`config.mk`:
```
export PLATFORM = sky130hd
export DESIGN_NAME = uart_reg_bridge
export DESIGN_NICKNAME = d
export VERILOG_FILES = /design/src/rtl/uart_reg_bridge.sv
export SDC_FILE = /design/constraint.sdc
export NUM_CORES = 1
export LEC_CHECK = 0
export ABC_AREA = 0
export ABC_CLOCK_PERIOD_IN_PS = 4800
export BUFFER_PORTS_ARGS = -buffer_cell sky130_fd_sc_hd__buf_4
export CAP_MARGIN = 20
export CORE_ASPECT_RATIO = 0.75
export CORE_MARGIN = 8
export CORE_UTILIZATION = 40
export DETAILED_ROUTE_END_ITERATION = 16
export GPL_TIMING_DRIVEN = 0
export PLACE_DENSITY = 0.65
export SETUP_SLACK_MARGIN = 0.4
export SLEW_MARGIN = 20
export SYNTH_ARGS = -nofsm -noshare
export SYNTH_HDL_FRONTEND = slang
export SYNTH_SLANG_ARGS = --single-unit
```
`constraint.sdc`:
```
create_clock -name clk -period 4.8 [get_ports clk]
set_input_delay 0.24 -clock clk [delete_from_list [all_inputs] [get_ports clk]]
set_output_delay 0.24 -clock clk [all_outputs]
set_load 0.01 [all_outputs]
```
`src/rtl/uart_reg_bridge.sv`:
```
// UART command responder: decodes 1-byte read / 2-byte write frames from the
// RX FIFO into single-cycle register strobes and answers each completed frame
// with exactly one byte pushed into the TX FIFO.
module uart_reg_bridge #(
    parameter int unsigned ADDR_W      = 7,
    parameter int unsigned DATA_W      = 8,
    parameter int unsigned TIMEOUT_CYC = 65535,
    parameter logic [7:0]  ACK_BYTE    = 8'h06,
    parameter logic [7:0]  NAK_BYTE    = 8'h15
) (
    input  logic              clk,
    input  logic              reset,
    input  logic [7:0]        rd_data,
    input  logic              rx_empty,
    output logic              rd_uart,
    output logic [7:0]        wr_data,
    output logic              wr_uart,
    input  logic              tx_full,
    output logic [ADDR_W-1:0] reg_addr,
    output logic [DATA_W-1:0] reg_wdata,
    output logic              reg_wr,
    output logic              reg_rd,
    input  logic [DATA_W-1:0] reg_rdata,
    input  logic              reg_rvalid,
    output logic              busy,
    output logic              frame_err
);

    localparam int unsigned      CNT_W    = $clog2(TIMEOUT_CYC + 1);
    localparam logic [CNT_W-1:0] CNT_LAST = CNT_W'(TIMEOUT_CYC - 1);
    localparam logic [CNT_W-1:0] CNT_MAX  = CNT_W'(TIMEOUT_CYC);

    typedef enum logic [2:0] {
        IDLE,
        GET_DATA,
        REG_WRITE,
        REG_READ,
        WAIT_RD,
        SEND
    } state_t;

    state_t            state;
    state_t            state_next;
    logic [CNT_W-1:0]  cnt;
    logic [DATA_W-1:0] resp;
    logic              timeout;

    // State register; reset abandons any partial frame
    always_ff @(posedge clk or negedge reset) begin
        if (!reset) begin
            state <= IDLE;
        end else begin
            state <= state_next;
        end
    end

    // Next-state, FIFO handshakes and timeout detection
    always_comb begin
        state_next = state;
        rd_uart    = 1'b0;
        wr_uart    = 1'b0;
        timeout    = 1'b0;
        case (state)
            IDLE: begin
                // Gated by reset so no pop is requested while held in reset
                rd_uart = reset & ~rx_empty;
                if (reset && !rx_empty) begin
                    state_next = rd_data[7] ? GET_DATA : REG_READ;
                end
            end
            GET_DATA: begin
                rd_uart = ~rx_empty;
                // A byte present in the expiry cycle still wins over the timeout
                if (!rx_empty) begin
                    state_next = REG_WRITE;
                end else if (cnt == CNT_LAST) begin
                    timeout    = 1'b1;
                    state_next = IDLE;
                end
            end
            REG_WRITE: state_next = SEND;
            REG_READ:  state_next = WAIT_RD;
            WAIT_RD: begin
                // Read data arriving in the expiry cycle wins over the timeout
                if (reg_rvalid) begin
                    state_next = SEND;
                end else if (cnt == CNT_LAST) begin
                    timeout    = 1'b1;
                    state_next = SEND;
                end
            end
            SEND: begin
                wr_uart = ~tx_full;
                if (!tx_full) begin
                    state_next = IDLE;
                end
            end
            default: state_next = IDLE;
        endcase
    end

    // Frame capture, response byte, timeout counter and error pulse
    always_ff @(posedge clk or negedge reset) begin
        if (!reset) begin
            reg_addr  <= '0;
            reg_wdata <= '0;
            resp      <= '0;
            cnt       <= '0;
            frame_err <= 1'b0;
        end else begin
            frame_err <= timeout;

            if (state == IDLE && rd_uart) begin
                reg_addr <= rd_data[ADDR_W-1:0];
            end
            if (state == GET_DATA && rd_uart) begin
                reg_wdata <= rd_data;
            end

            if (state == REG_WRITE) begin
                resp <= ACK_BYTE;
            end else if (state == WAIT_RD) begin
                if (reg_rvalid) begin
                    resp <= reg_rdata;
                end else if (timeout) begin
                    resp <= NAK_BYTE;
                end
            end

            // Counts only while waiting; cleared in every other state so each
            // wait starts from zero. Saturates instead of wrapping.
            if ((state == GET_DATA && rx_empty) || state == WAIT_RD) begin
                if (cnt != CNT_MAX) begin
                    cnt <= cnt + CNT_W'(1);
                end
            end else begin
                cnt <= '0;
            end
        end
    end

    assign wr_data = resp;
    assign reg_wr  = (state == REG_WRITE);
    assign reg_rd  = (state == REG_READ);
    assign busy    = (state != IDLE);

endmodule

```
==> summary.txt <==
Floorplanning
  – Core footprint: ~5200 um^2
  – Die width: 100.2 um
  – Die area: approximately 8000 um^2
  – Initial Utilization: roughly two fifths
  – Die height: approximately 79 um
  – IO Pins: 50
  – Core Rows: 23

Worst setup path
  – Worst-case reg-to-reg path depth: 6
  – Crit path required time: 4.56 ns
  – WS Path Type: in -> out
  – Crit path DAT: around 2.0 ns
  – FF-to-FF End: cnt[1]$_DFFE_PN0P_
  – CP Capture Type: output port
  – Crit Path Max Fanout: 44
  – FF-to-FF setup slack: 2.90 ns
  – CP Launch Type: input port
  – R2r startpoint: cnt[1]$_DFFE_PN0P_

Detailed routing
  – Antenna viol nets, final: 0
  – Starting DRT DRC Count: 80
  – Routed vias: 1686
  – DRC Markers: 0
  – Drt pass-1 iters: 4
  – Vias per cell: ~5
  – Wire per inst: roughly 15 um
  – Post-detailed-routing wire length: between 4 and 5 mm

Global routing
  – Largest net degree at the start of global routing: 45
  – Initial antenna violation count: 0
  – Overall Global Routing Usage: a little over an eighth
  – Total gr overflow: 0
  – Vias in the first global route: ~1800
  – Global-route wire length before repair: between 8 and 9 mm

Final layout
  – Area of the multi-input gates: about 990 um^2
  – FF/Latch Area: approximately 1100 um^2
  – Layout cells sized above 1: between 30% and 40%
  – # fillers: between 400 and 500
  – Cell area after layout: roughly 2700 um^2
  – Finished Core Util: 51.24%
  – Non-filler cells, final: 332
  – # nets final: approximately 280
  – Area Growth Syn to Fin: 26.18%
  – Antenna cell count: 0

Worst hold path
  – Hold WC Path Type: in -> reg
  – Hold-critical path depth: 2
  – Hold Crit Endpoint: reg_addr[0]$_DFFE_PN0P_
  – Min-delay src: rd_data[0]

Place
  – Dpl ws: between 2 and 3 ns
  – GP Congestion: about 0.77
  – Area after DPL: 2589 um^2
  – Cell total after placement: around 320
  – Port-buffer cells: 49
  – DPL Wire Length: 3.653 mm

Clock network
  – Hold_buf cts: 1
  – Setup bufs post-CTS: 0
  – Worst skew pair latency: 0.29 ns
  – Root Driver: clkbuf_8
  – Reg clk slew, reported paths: 0.08 ns
  – Post-CTS sizing: 0
  – CTS Sinks: 43
  – Total CTS buffers: 5
  – TritonCTS clock tree: yes
  – Max clock buf depth: 2
  – H-tree Lvls: 2

STA
  – Min Hold Slack: between 0.15 and 0.2 ns
  – Final period utilization: approximately 47%
  – Clock skew: between 0.008 and 0.009 ns
  – Final setup viols: 0
  – Tmin final: about 2.2 ns
  – Final critical-path setup slack: between 2 and 3 ns
  – Unrepaired setup endpoints after global routing: no
  – Rel. slew slack: between 50% and 60%
  – Hold Fails Final Rpt: 0
  – Worst-Margin Slew: 0.6667 ns
  – FMAX: 0.4455 GHz
  – TNS Setup: 0 ns
  – Slew Limit Fails: 0

Synthesis
  – Async SR Flop Fraction: between 90% and 100%
  – #FFs+latches synth: 43
  – Mapped Cells: 199
  – EDFF count, synth: 0
  – Synth warn: 0
  – Synth cell types: 43
  – Area share of the largest cell type after synthesis: approximately half
  – Cell Area, Synth: 2127 um^2
  – Syn_nets: 222
  – Leading area contributor after synthesis: dfrtp_1
  – Ys flop type: dfrtp_1
  – Synth area leaders: dfrtp_1, mux2_2, o21ai_0, nor2_1, a21oi_1
  – Post-synthesis sequential area ratio: between 50% and 60%
  – Synth Area per Inst: roughly 11 um^2

Status
  – Status: finished, final reports clean

Power
  – Pwr Total: roughly 1.3 mW
  – Pwr/cell area: between 400 and 500 nW/um^2
  – P_leak: about 1.2 nW
  – VDD IR-drop max: between 0.2 and 0.3 mV

Job
  – Max Cap Violations: 0
==> power by group <==
group	switching (mW)	leakage, nW	internal (mW)	total [mW]
Combinational	0.273	0.593	0.289	0.562
Sequential	0.0670	0.551	0.473	0.540
Clock	0.122	0.0412	0.102	0.224
Total	0.463	1.18	0.863	1.33
==> logic make-up after synthesis <==
| family | share of synthesized area, % |
|---|---|
| AND/OR/NAND/NOR | 20.88 |
| buffers and inverters | 2.999 |
| flip-flops | 50.59 |
| AO/OA/AOI/OAI | 13.82 |
| adder cells (fa/ha/maj) | 1.176 |
| XOR/XNOR | 1.647 |
| multiplexers | 8.882 |
==> sequential cells by signal (all words and copies together), names as in the netlist <==
| register | count |
|---|---|
| cnt | 16 |
| reg_wdata | 8 |
| wr_data | 8 |
| reg_addr | 7 |
| state | 3 |
| frame_err | 1 |
==> final cells by class <==
type                       count  share of cell area [%]
sequential                    43                   40.09
clock inverter                 2                  0.4662
timing repair buffer          50                   14.08
inverter                       5                  0.6993
buffer                         9                   1.678
tap                           75                   3.497
multi-input combinational    142                   36.78
clock buffer                   6                   2.704
==> layer usage <==
metal	vias to the layer above	track usage [%]	share of wire [%]
met3	5	6.638	11
met4	0	4.060	1.0
met2	43	18.73	41
li1	842	-	-
met5	-	0	0
met1	796	16.55	48
==> cells in the final DEF, fill, tap and decap left out, drive strengths merged, types with 5 or more instances in the layout <==
master / count
nand4: 8
inv: 5
nand3: 6
a21oi: 10
buf: 57
nor2: 14
nand2: 13
nand2b: 8
mux2: 15
dfrtp: 43
o21ai: 15
clkbuf: 7
==> synthesized netlist by cell type (all sizes together), types with 4 or more instances <==
library cell and count:
nand4 8, o21ai 15, nand3 6, nand2 13, nor3 4, xnor2 4
inv 5, mux2 15, dfrtp 43, buf 8, nand2b 8, nor2 14
a21oi 10, or3 4
==> how the worst max path moves through the flow <==
stage,startpoint,endpoint,depth (start not counted)
finish,reset,rd_uart,7
global route,reset,rd_uart,7
CTS,reset,rd_uart,7
detailed placement,cnt[1]$_DFFE_PN0P_,cnt[1]$_DFFE_PN0P_,6
global placement,cnt[1]$_DFFE_PN0P_,cnt[1]$_DFFE_PN0P_,6
floorplan,cnt[1]$_DFFE_PN0P_,cnt[1]$_DFFE_PN0P_,6
==> worst max-delay path, cell delays in order <==
cell and delay [ns]:
dlygate4sd3_1 0.53, buf_4 0.45, nor2b_1 0.29, nand2b_1 0.07, buf_2 0.18, nand2b_1 0.09
buf_4 0.12
(Power assumes the default switching activity.)
